## config.mk

```make
export PLATFORM = sky130hd
export DESIGN_NAME = pipeline_control
export DESIGN_NICKNAME = d
export VERILOG_FILES = /design/src/rtl/cpu_types_pkg.sv /design/src/rtl/sat_counter.sv /design/src/rtl/pipeline_control.sv
export SDC_FILE = /design/constraint.sdc
export NUM_CORES = 1
export LEC_CHECK = 0
export ABC_AREA = 1
export BUFFER_PORTS_ARGS = -buffer_cell sky130_fd_sc_hd__buf_2
export CAP_MARGIN = 20
export CORE_MARGIN = 2
export CORE_UTILIZATION = 30
export CTS_BUF_LIST = sky130_fd_sc_hd__clkbuf_8
export CTS_CLUSTER_DIAMETER = 30
export DETAILED_ROUTE_END_ITERATION = 7
export GPL_TIMING_DRIVEN = 0
export PLACE_DENSITY = 0.52
export SKIP_LAST_GASP = 1
export SYNTH_ARGS = -nofsm -noshare
export SYNTH_HDL_FRONTEND = slang
export SYNTH_SLANG_ARGS = --single-unit
```

## constraint.sdc

```tcl
create_clock -name CLK -period 1.7 [get_ports CLK]
set_input_delay 0.085 -clock CLK [delete_from_list [all_inputs] [get_ports CLK]]
set_output_delay 0.085 -clock CLK [all_outputs]
set_load 0.01 [all_outputs]
```

## src/rtl/cpu_types_pkg.sv

```systemverilog
// Shared CPU types: register-select width and the pipeline sequencer state.
package cpu_types_pkg;

  localparam int REG_W = 5;

  typedef logic [REG_W-1:0] regbits_t;

  typedef enum logic {
    RUN,
    HALTED
  } pipectl_state_t;

endpackage

```

## src/rtl/sat_counter.sv

```systemverilog
// Up-counter that sticks at its all-ones value; cleared only by the async reset.
module sat_counter #(
  parameter int W = 16
) (
  input  logic         clk,
  input  logic         rst_n,
  input  logic         inc,
  output logic [W-1:0] count
);

  logic [W-1:0] count_reg;

  always_ff @(posedge clk or negedge rst_n) begin
    if (!rst_n) begin
      count_reg <= '0;
    end else if (inc && (count_reg != {W{1'b1}})) begin
      count_reg <= count_reg + W'(1);
    end
  end

  assign count = count_reg;

endmodule

```

## src/rtl/pipeline_control.sv

```systemverilog
// Pipeline latch sequencer: enables/flushes for fetch..memory latches and the PC,
// halt tracking, and saturating stall/redirect performance counters.
module pipeline_control
  import cpu_types_pkg::*;
#(
  parameter int CNT_W = 16
) (
  input  logic             CLK,
  input  logic             nRST,
  input  logic             ihit,
  input  logic             dhit,
  input  logic             mem_dreq,
  input  logic             mem_halt,
  input  logic             ex_dREN,
  input  regbits_t         ex_wsel,
  input  regbits_t         id_rs,
  input  regbits_t         id_rt,
  input  logic             id_use_rt,
  input  logic             ex_redirect,
  output logic             pc_en,
  output logic             fl_en,
  output logic             fl_flush,
  output logic             dl_en,
  output logic             dl_flush,
  output logic             el_en,
  output logic             el_flush,
  output logic             ml_en,
  output logic             ml_flush,
  output logic             halt,
  output logic [CNT_W-1:0] stall_cnt,
  output logic [CNT_W-1:0] redir_cnt
);

  pipectl_state_t state_reg, state_next;
  logic           halt_reg;
  logic           mem_stall;
  logic           load_use;
  logic [1:0]     inc_vec;          // [0] stall, [1] redirect
  logic [CNT_W-1:0] cnt_vec [2];

  assign mem_stall = mem_dreq && !dhit;
  assign load_use  = ex_dREN && (ex_wsel != '0) &&
                     ((ex_wsel == id_rs) || (id_use_rt && (ex_wsel == id_rt)));

  always_comb begin
    pc_en      = 1'b0;
    fl_en      = 1'b0;
    fl_flush   = 1'b0;
    dl_en      = 1'b0;
    dl_flush   = 1'b0;
    el_en      = 1'b0;
    el_flush   = 1'b0;
    ml_en      = 1'b0;
    ml_flush   = 1'b0;
    inc_vec    = 2'b00;
    state_next = state_reg;
    if (state_reg == RUN) begin
      if (mem_stall) begin
        inc_vec[0] = 1'b1;
      end else if (mem_halt) begin
        // Let the halt retire, squash everything younger.
        ml_en      = 1'b1;
        fl_flush   = 1'b1;
        dl_flush   = 1'b1;
        el_flush   = 1'b1;
        state_next = HALTED;
      end else if (ex_redirect) begin
        // Wins over load_use and ~ihit: the wrong-path work is flushed anyway.
        pc_en      = 1'b1;
        fl_flush   = 1'b1;
        dl_flush   = 1'b1;
        el_en      = 1'b1;
        ml_en      = 1'b1;
        inc_vec[1] = 1'b1;
      end else if (load_use || !ihit) begin
        dl_flush   = 1'b1;
        el_en      = 1'b1;
        ml_en      = 1'b1;
        inc_vec[0] = 1'b1;
      end else begin
        pc_en = 1'b1;
        fl_en = 1'b1;
        dl_en = 1'b1;
        el_en = 1'b1;
        ml_en = 1'b1;
      end
    end
  end

  always_ff @(posedge CLK or negedge nRST) begin
    if (!nRST) begin
      state_reg <= RUN;
      halt_reg  <= 1'b0;
    end else begin
      state_reg <= state_next;
      halt_reg  <= (state_next == HALTED);
    end
  end

  assign halt = halt_reg;

  generate
    for (genvar gi = 0; gi < 2; gi++) begin : g_cnt
      sat_counter #(.W(CNT_W)) u_cnt (
        .clk   (CLK),
        .rst_n (nRST),
        .inc   (inc_vec[gi]),
        .count (cnt_vec[gi])
      );
    end
  endgenerate

  assign stall_cnt = cnt_vec[0];
  assign redir_cnt = cnt_vec[1];

endmodule

```

Word level (Yosys, flattened, before mapping):

Cells that the tools add are included.
W data, S select, Z words.

* register bits: 33
* latch bits: 0
* RAM bits: 0
* memory bits (read-only): 0
* input port bits: 24
* memories: 0

* add/subtract/negate cells: 2
* multiply operators: 0
* divide/modulo/power cells: 0
* order comparisons: 0
* eq/ne operators: 4
* shift operators: 0
* multiplexer cells: 32
* bitwise operators: 0
* reduce and logical (&&, ||, !) cells: 11

Operator list (number)
* $add A16 B1 Y16 const B: 2
* $ne A16 B16 Y1 const B: 2
* $mux W1: 30
* $eq A5 B5 Y1: 2
* $logic_and A1 B1 Y1: 6
* $reduce_bool A5 Y1: 1
* $mux W2: 2
* $logic_not A1 Y1: 2
* $logic_or A1 B1 Y1: 2

Logic depth before layout (Yosys ltp):

Gate-level depths: netlist of run 1.

* word-level depth: 11
* mapped depth: 14
* gate-level depth less buffers: 13

Cells and area by module:

A second synthesis of run 1 with hierarchy kept.

* cells, all modules: 378
* area total of the unflattened synthesis: 2478.6 µm²

By module, submodules not included
* sat_counter: times used 2, cells an instance 149, area an instance 1058.5 µm², seq. area each 400.4 µm²
* pipeline_control: times used 1, cells an instance 80, area an instance 361.6 µm², seq. area each 25.0 µm²

Least setup slack after synthesis of run 1:

No wires, ideal clock.

* kind: register to register
* start: register g_cnt[1].u_cnt.count_reg[0]
* end: register g_cnt[1].u_cnt.count_reg[15]
* setup time: 123 ps
* arrival: 1450 ps
* path slack: 127 ps
* stages on the path, launching flop included: 9
* buffers on the path: 0
* cells stage by stage: dfrtp_1 ha_1 nand3_2 nor2_1 nand3_1 nand4_2 nor2_2 nand3_1 xor2_1

* cells in the longest elaborated chain, start to end: 2
* elaborated cells between the ends (all ways): 3
* those cells by class: add/sub (1); eq/ne (1); reduce/logical (1)

RTL lines
* start, declared: RTL line sat_counter.sv:11 `logic [W-1:0] count_reg;`
* start signal, assigned: RTL line sat_counter.sv:17 `count_reg <= count_reg + W'(1);`
* parallel branches: the longest is 2 deep, another holds $add A16 B1 Y16

Several ways; the timed one is not identified.
A chain may end at the register's enable or synchronous reset.

==> flow_summary.toml, run 1 <==
[floorplan]
design.die.area_um2 = 8200
fp.dieH_um = 90.5
num_rows = 31
io_pins = 66
coreArea_um2 = 7250
die_w_um = 90.5
initial_core_util_pct = 31.0

[sta]
fin_crit_ns = 1.64
rsz0062_at_grt = "true"
worst_slack_ns = 0.0637
final-setup-viol-count = 0
finalMaxSlewViolations = 0
fmax_mhz = 611
whs_ns = 0.293
hold_viol = 0
period_share_pct = 96.3
fin_skew_ns = 0.0145
timing.slew.headroom_pct = 48.8
tightest_slew_ns = 0.769
tns_ns = 0

[placed_design]
portBuffers = 64
dp.cells = 463
dp_hpwl_um = 4140
placed_area_um2 = 2690
gp_congestion = 0.808
dp_slack_ns = 0.00847

[power]
vdd_drop_max_mv = 0.250
p_clk_share_pct = 36.9
leakagePower_nw = 1.64
pwr-share-comb_pct = 13.3
p_int_mw = 1.21
p_sw_mw = 0.434
fin_total_pwr_mw = 1.65
p_per_area_nw_per_um2 = 550
pwr-share-seq_pct = 49.8
switching_share_pct = 26.4

[critical_path]
reg2reg_to = "g_cnt[1].u_cnt.count[15]$_DFFE_PN0P_"
crit_cells = 7
crit_chain = "inv_2, nand2_4, nor3_4, nand4_2, nor2_4, nand3_1, xor2_1"
required_ns = 1.87
cp-startpoint = "halt$_DFF_PN0_"
r2r_slack_ns = 0.06
start_kind = "register"
crit_path_end_kind = "register"
cp_top_family = "simple AND/OR/NAND/NOR gates"
crit_path_max_fanout = 6
critPathSlowestCell = "dfrtp_1"
crit_type = "reg -> reg"
r2r-start = "halt$_DFF_PN0_"
r2r_cells = 7
critPathCapture = "g_cnt[1].u_cnt.count[15]$_DFFE_PN0P_"
arrival_ns = 1.81
critPathMaxStageDelay_ns = 0.41
path_buf_inv = 1

[synth]
synthFlopType = "dfrtp_1"
ys_seq_area_share_pct = 36.7
synth-edff-count = 0
synthSimpleGateAreaFrac_pct = 41.0
syn_area_um2 = 2250
netlist.area_leader.share_pct = 36.7
yosysWarnings = 0
synth_top_family_by_area = "simple AND/OR/NAND/NOR gates"
synth-xor-area-share_pct = 7.80
netlist_top_cells_count = "nand2_1, inv_1, dfrtp_1, nor2_1"
synth_cells = 300
synthAdderAreaFrac_pct = 1.11
ys_ff_latch = 33
synth_compound_area_share_pct = 2.06
synth.area.top_cells = "dfrtp_1, nand2_1, inv_1, nand4_1, nor2_1"
avgSynthCellArea_um2 = 7.49
synth_most_common_cell = "nand2_1"
postSynth.asyncResetShare_pct = 100
synth_cell_types = 34
muxShareOfSynthArea_pct = 0
yosys.area.top_type = "dfrtp_1"
syn_nets = 326

[routing]
top_layer = "met4"
drc = 0
wl_met1_um = 2540
wl_um = 5650
vias = 2148
viasPerCell = 4.47
drt_iter0_drc = 52
wl_per_cell_um = 11.7
detailroute.wirelength.met2_um = 2740
first_pass_iters = 4
ant_nets = 0
met3RoutedLength_um = 279

[worst_hold_path]
hold_depth = 6
hold_path_class = "in -> reg"
min_from = "mem_dreq"

[grt]
antenna_found_initial = 0
grt_pass1_vias = 2082
grt_max_degree = 34
grt_usage_pct = 13.9
grt_overflow = 0
grt_pass1_wl_um = 9470

[clocking]
clockRootBuffer = "clkbuf_8"
clockBufferDepth = 2
h-tree-depth = 2
worstSkewPairLatency_ns = 0.29
clk_pin_slew_ns = 0.08
cts_tree = "built"
numCtsBuffers = 5
cts.sinks = 33

[final_layout]
fin_util_pct = 41.2
drive_gt1_share_pct = 36.1
largest_register_ffs = 32
area_growth_pct = 33.1
fin_area_um2 = 2990
num_antenna_cells = 0
fin_nets = 408
nFillCells = 779
fin_cells = 481

[outcome]
status = "finished clean"

[run]
maxCapViolations = 0
how the worst min path moves through the flow:
| stage | endpoint |
|---|---|
| 2_1_floorplan | g_cnt[0].u_cnt.count[0]$_DFFE_PN0P_ |
| 3_3_place_gp | g_cnt[0].u_cnt.count[12]$_DFFE_PN0P_ |
| 3_5_place_dp | g_cnt[0].u_cnt.count[12]$_DFFE_PN0P_ |
| 4_1_cts | g_cnt[1].u_cnt.count[0]$_DFFE_PN0P_ |
| 5_1_grt | g_cnt[0].u_cnt.count[15]$_DFFE_PN0P_ |
| 6_report | g_cnt[0].u_cnt.count[9]$_DFFE_PN0P_ |
tightest hold or removal path: cells and delay by family:
family / cells / cell delay, ns
buffers and inverters: 1 / 0.11
AND/OR/NAND/NOR: 5 / 0.36
cells in the final DEF, fill, tap and decap left out, types with 2 or more instances in the layout:
cell type,instances
nand2_1,86
buf_2,66
inv_1,38
dfrtp_1,32
nor2_1,24
nand4_1,19
nand3_1,15
inv_2,12
xnor2_1,10
xor2_1,10
buf_4,10
nand3_2,6
clkbuf_8,6
nand2_4,5
nor3_2,4
nor2_4,4
nand2_2,3
nor2_2,3
buf_6,3
a21oi_1,3
o21ai_0,2
nand3_4,2
nor3_4,2
nor4_4,2
ha_4,2
layer usage:
metal,track usage [%],vias up
met2,22.9,54
li1,-,1108
met3,3.42,10
met4,4.49,0
met5,0,-
met1,17.8,976
cells by family after synthesis:
group	count (synthesis)
other cells	1
compound gates	8
simple gates	179
flops	33
fa+ha+maj	2
xor+xnor	20
buf+inv	57
repair_timing:
item	in CTS	in global routing
setup endpoints to repair	3	22
gates cloned	0	1
pin swaps	3	10
hold buffers	1	0
gates resized for setup	1	26
endpoints found under the hold margin	33	0
setup buffers	3	6
cell type report:
class                      count  area [um2]  share of cell area (%)
clock buffer                   6        82.6                    2.76
buffer                         7        65.1                    2.17
clock inverter                 1        3.75                   0.125
tap                           99         124                    4.14
timing repair buffer          75         407                    13.6
multi-input combinational    210        1290                    43.2
sequential                    33         827                    27.6
inverter                      50         189                    6.32
power by group through the flow:
stage	combinational, mW	sequential (mW)	clock (mW)
floorplan	0.0969	0.834	0
global placement	0.189	0.829	0
detailed placement	0.192	0.829	0
CTS	0.195	0.814	0.635
global route	0.246	0.822	0.663
finish	0.218	0.820	0.607
No activity file was read; power rests on OpenSTA's default activity.
==> inputs of run 2 (changes only) <==
- ABC_CLOCK_PERIOD_IN_PS: default -> 1700
- PLACE_DENSITY: 0.52 -> 0.51
- SYNTH_HIERARCHICAL: default -> 1
==> run 2 against run 1 <==
Effect of this change: register-to-register slack better by 0.09 ns; hold slack lost 0.13 ns; combinational power grew 48%; clock power grew 30%; final cell count increased by 16%; clock-buffer cell count did not move; sequential power up 10%; synthesized area up 10%; fmax is 5.8% higher; first-iteration DRC count rose by 63%; setup slack gained 0.090 ns.
==> flow_summary.toml, run 2 <==
[critical_path]
crit_path_max_fanout = 10
crit_path_end_kind = "register"
arrival_ns = 1.72
crit_type = "reg -> reg"
required_ns = 1.87
start_kind = "register"

[grt]
grt_overflow = 0
antenna_found_initial = 0
grt_pass1_wl_um = 11000
grt_max_degree = 34
grt_usage_pct = 15.4
grt_pass1_vias = 2403

[sta]
timing.slew.headroom_pct = 47.5
rsz0062_at_grt = "true"
fin_skew_ns = 0.00644
whs_ns = 0.167
tightest_slew_ns = 0.788
final-setup-viol-count = 0
finalMaxSlewViolations = 0
period_share_pct = 91.0
hold_viol = 0
fin_crit_ns = 1.55
worst_slack_ns = 0.153
fmax_mhz = 647

[routing]
vias = 2474
drt_iter0_drc = 85
viasPerCell = 4.43
first_pass_iters = 5
wl_per_cell_um = 11.2
ant_nets = 0
wl_um = 6240
drc = 0

[synth]
yosys.area.top_type = "dfrtp_1"
yosysWarnings = 6
synth.area.top_cells = "dfrtp_1, nand2_1, inv_1, nor2_1, xnor2_1"
syn_nets = 404
avgSynthCellArea_um2 = 6.56
synth_cell_types = 22
netlist.area_leader.share_pct = 33.3
syn_area_um2 = 2480
synth-edff-count = 0
postSynth.asyncResetShare_pct = 100
netlist_top_cells_count = "nand2_1, inv_1, nor2_1, dfrtp_1, nand3_1"
synth_cells = 378
synthFlopType = "dfrtp_1"
synth_most_common_cell = "nand2_1"
ys_seq_area_share_pct = 33.3
ys_ff_latch = 33

[final_layout]
num_antenna_cells = 0
largest_register_ffs = 32
drive_gt1_share_pct = 28.0
fin_nets = 478
area_growth_pct = 25.6
nFillCells = 888
final_cell_mix = "nand2_1, buf_2, inv_1, nor2_1, dfrtp_1"
final_common_cell = "nand2_1"

[power]
p_per_area_nw_per_um2 = 648
fin_total_pwr_mw = 2.02
vdd_drop_max_mv = 0.454
leakagePower_nw = 1.60

[worst_hold_path]
hold_path_class = "in -> reg"

[placed_design]
dp_slack_ns = -0.0465
gp_congestion = 0.820
dp_hpwl_um = 4880
portBuffers = 64

[floorplan]
design.die.area_um2 = 9010
io_pins = 66
coreArea_um2 = 8090
die_w_um = 94.9
initial_core_util_pct = 30.6
num_rows = 33
fp.dieH_um = 94.9

[clocking]
h-tree-depth = 2
cts_tree = "built"
clk_pin_slew_ns = 0.08
worstSkewPairLatency_ns = 0.29
cts.sinks = 33
numCtsBuffers = 5
clockBufferDepth = 2
clockRootBuffer = "clkbuf_8"

[run]
maxCapViolations = 0

[outcome]
status = "finished clean"
run 2: cell types whose count changed in the layout (fill, tap and decap cells not counted), moves of 4 or more:
cell and change:
nor3_2 -4, nor2_2 +5, nand3_2 -6, nand4_1 -8, xor2_1 -8, nor2_4 +6
nand2_1 +70, buf_4 -6, o21ai_0 +13, o21ai_2 +4, inv_2 -4, nor2_1 +14
nand2_2 +8, nand2_4 -5
run 2: final timing paths:
path / start / end / slack [ns] / depth (start not counted)
worst max-delay path: g_cnt[1].u_cnt/count[1]$_DFFE_PN0P_ / g_cnt[1].u_cnt/count[5]$_DFFE_PN0P_ / 0.15 / 7
worst min-delay path: mem_halt / halt$_DFF_PN0_ / 0.17 / 3
worst max register to register: g_cnt[1].u_cnt/count[1]$_DFFE_PN0P_ / g_cnt[1].u_cnt/count[5]$_DFFE_PN0P_ / 0.15 / 7
worst min register to register: g_cnt[1].u_cnt/count[0]$_DFFE_PN0P_ / g_cnt[1].u_cnt/count[0]$_DFFE_PN0P_ / 0.56 / 2
max in group asynchronous: nRST / g_cnt[0].u_cnt/count[0]$_DFFE_PN0P_ / 0.74 / 2
min in group asynchronous: nRST / g_cnt[1].u_cnt/count[15]$_DFFE_PN0P_ / 0.40 / 2
run 2: worst max-delay path, stage by stage (launching register included):
cell	delay (ns)
dfrtp_1	0.41
ha_2	0.28
inv_2	0.08
nor2_1	0.19
nand4_4	0.14
nand2_2	0.11
buf_6	0.14
o21ai_0	0.08
run 2: what timing repair did:
item,CTS,global route
setup buffers,0,2
setup endpoints to repair,0,27
hold buffers,1,0
resized for setup,0,9
hold endpoints to repair,33,0
run 2: per-layer routing:
metal,share of wire (%),GRT usage [%]
met3,4.4,3.19
met1,46,20.0
met5,0,0
met4,0.88,4.11
met2,49,26.1
run 2: per-stage QoR:
step           instances  utilization, %  area, um2  setup TNS (ns)
2_1_floorplan        378               -       2490               0
3_3_place_gp         547            36.3       2940          -0.332
3_5_place_dp         547            36.3       2940          -0.338
4_1_cts              556            37.9       3070               0
5_1_grt              558            38.5       3110         -0.0158
6_report             558            38.5       3110               0
run 2: cells by family (layout without fill, tap and decap cells):
group,after synthesis,count (layout),synth area share [%]
simple gates,253,253,45.9
buf+inv,54,129,9.69
flops,33,33,33.3
compound gates,22,22,5.30
xor+xnor,13,13,4.59
fa+ha+maj,2,2,1.01
other cells,1,1,0.151
run 2: area by class of cell:
| type | count | area, um2 | share of cell area [%] |
|---|---|---|---|
| multi-input combinational | 291 | 1450 | 46.6 |
| sequential | 33 | 828 | 26.6 |
| timing repair buffer | 67 | 345 | 11.1 |
| inverter | 48 | 180 | 5.79 |
| tap | 105 | 131 | 4.22 |
| clock buffer | 6 | 82.6 | 2.65 |
| buffer | 6 | 60.1 | 1.93 |
| clock inverter | 2 | 33.8 | 1.08 |
run 2: power by group:
| part | switching, mW | internal, mW |
|---|---|---|
| logic | 0.194 | 0.129 |
| clock network | 0.316 | 0.472 |
| registers | 0.0714 | 0.834 |
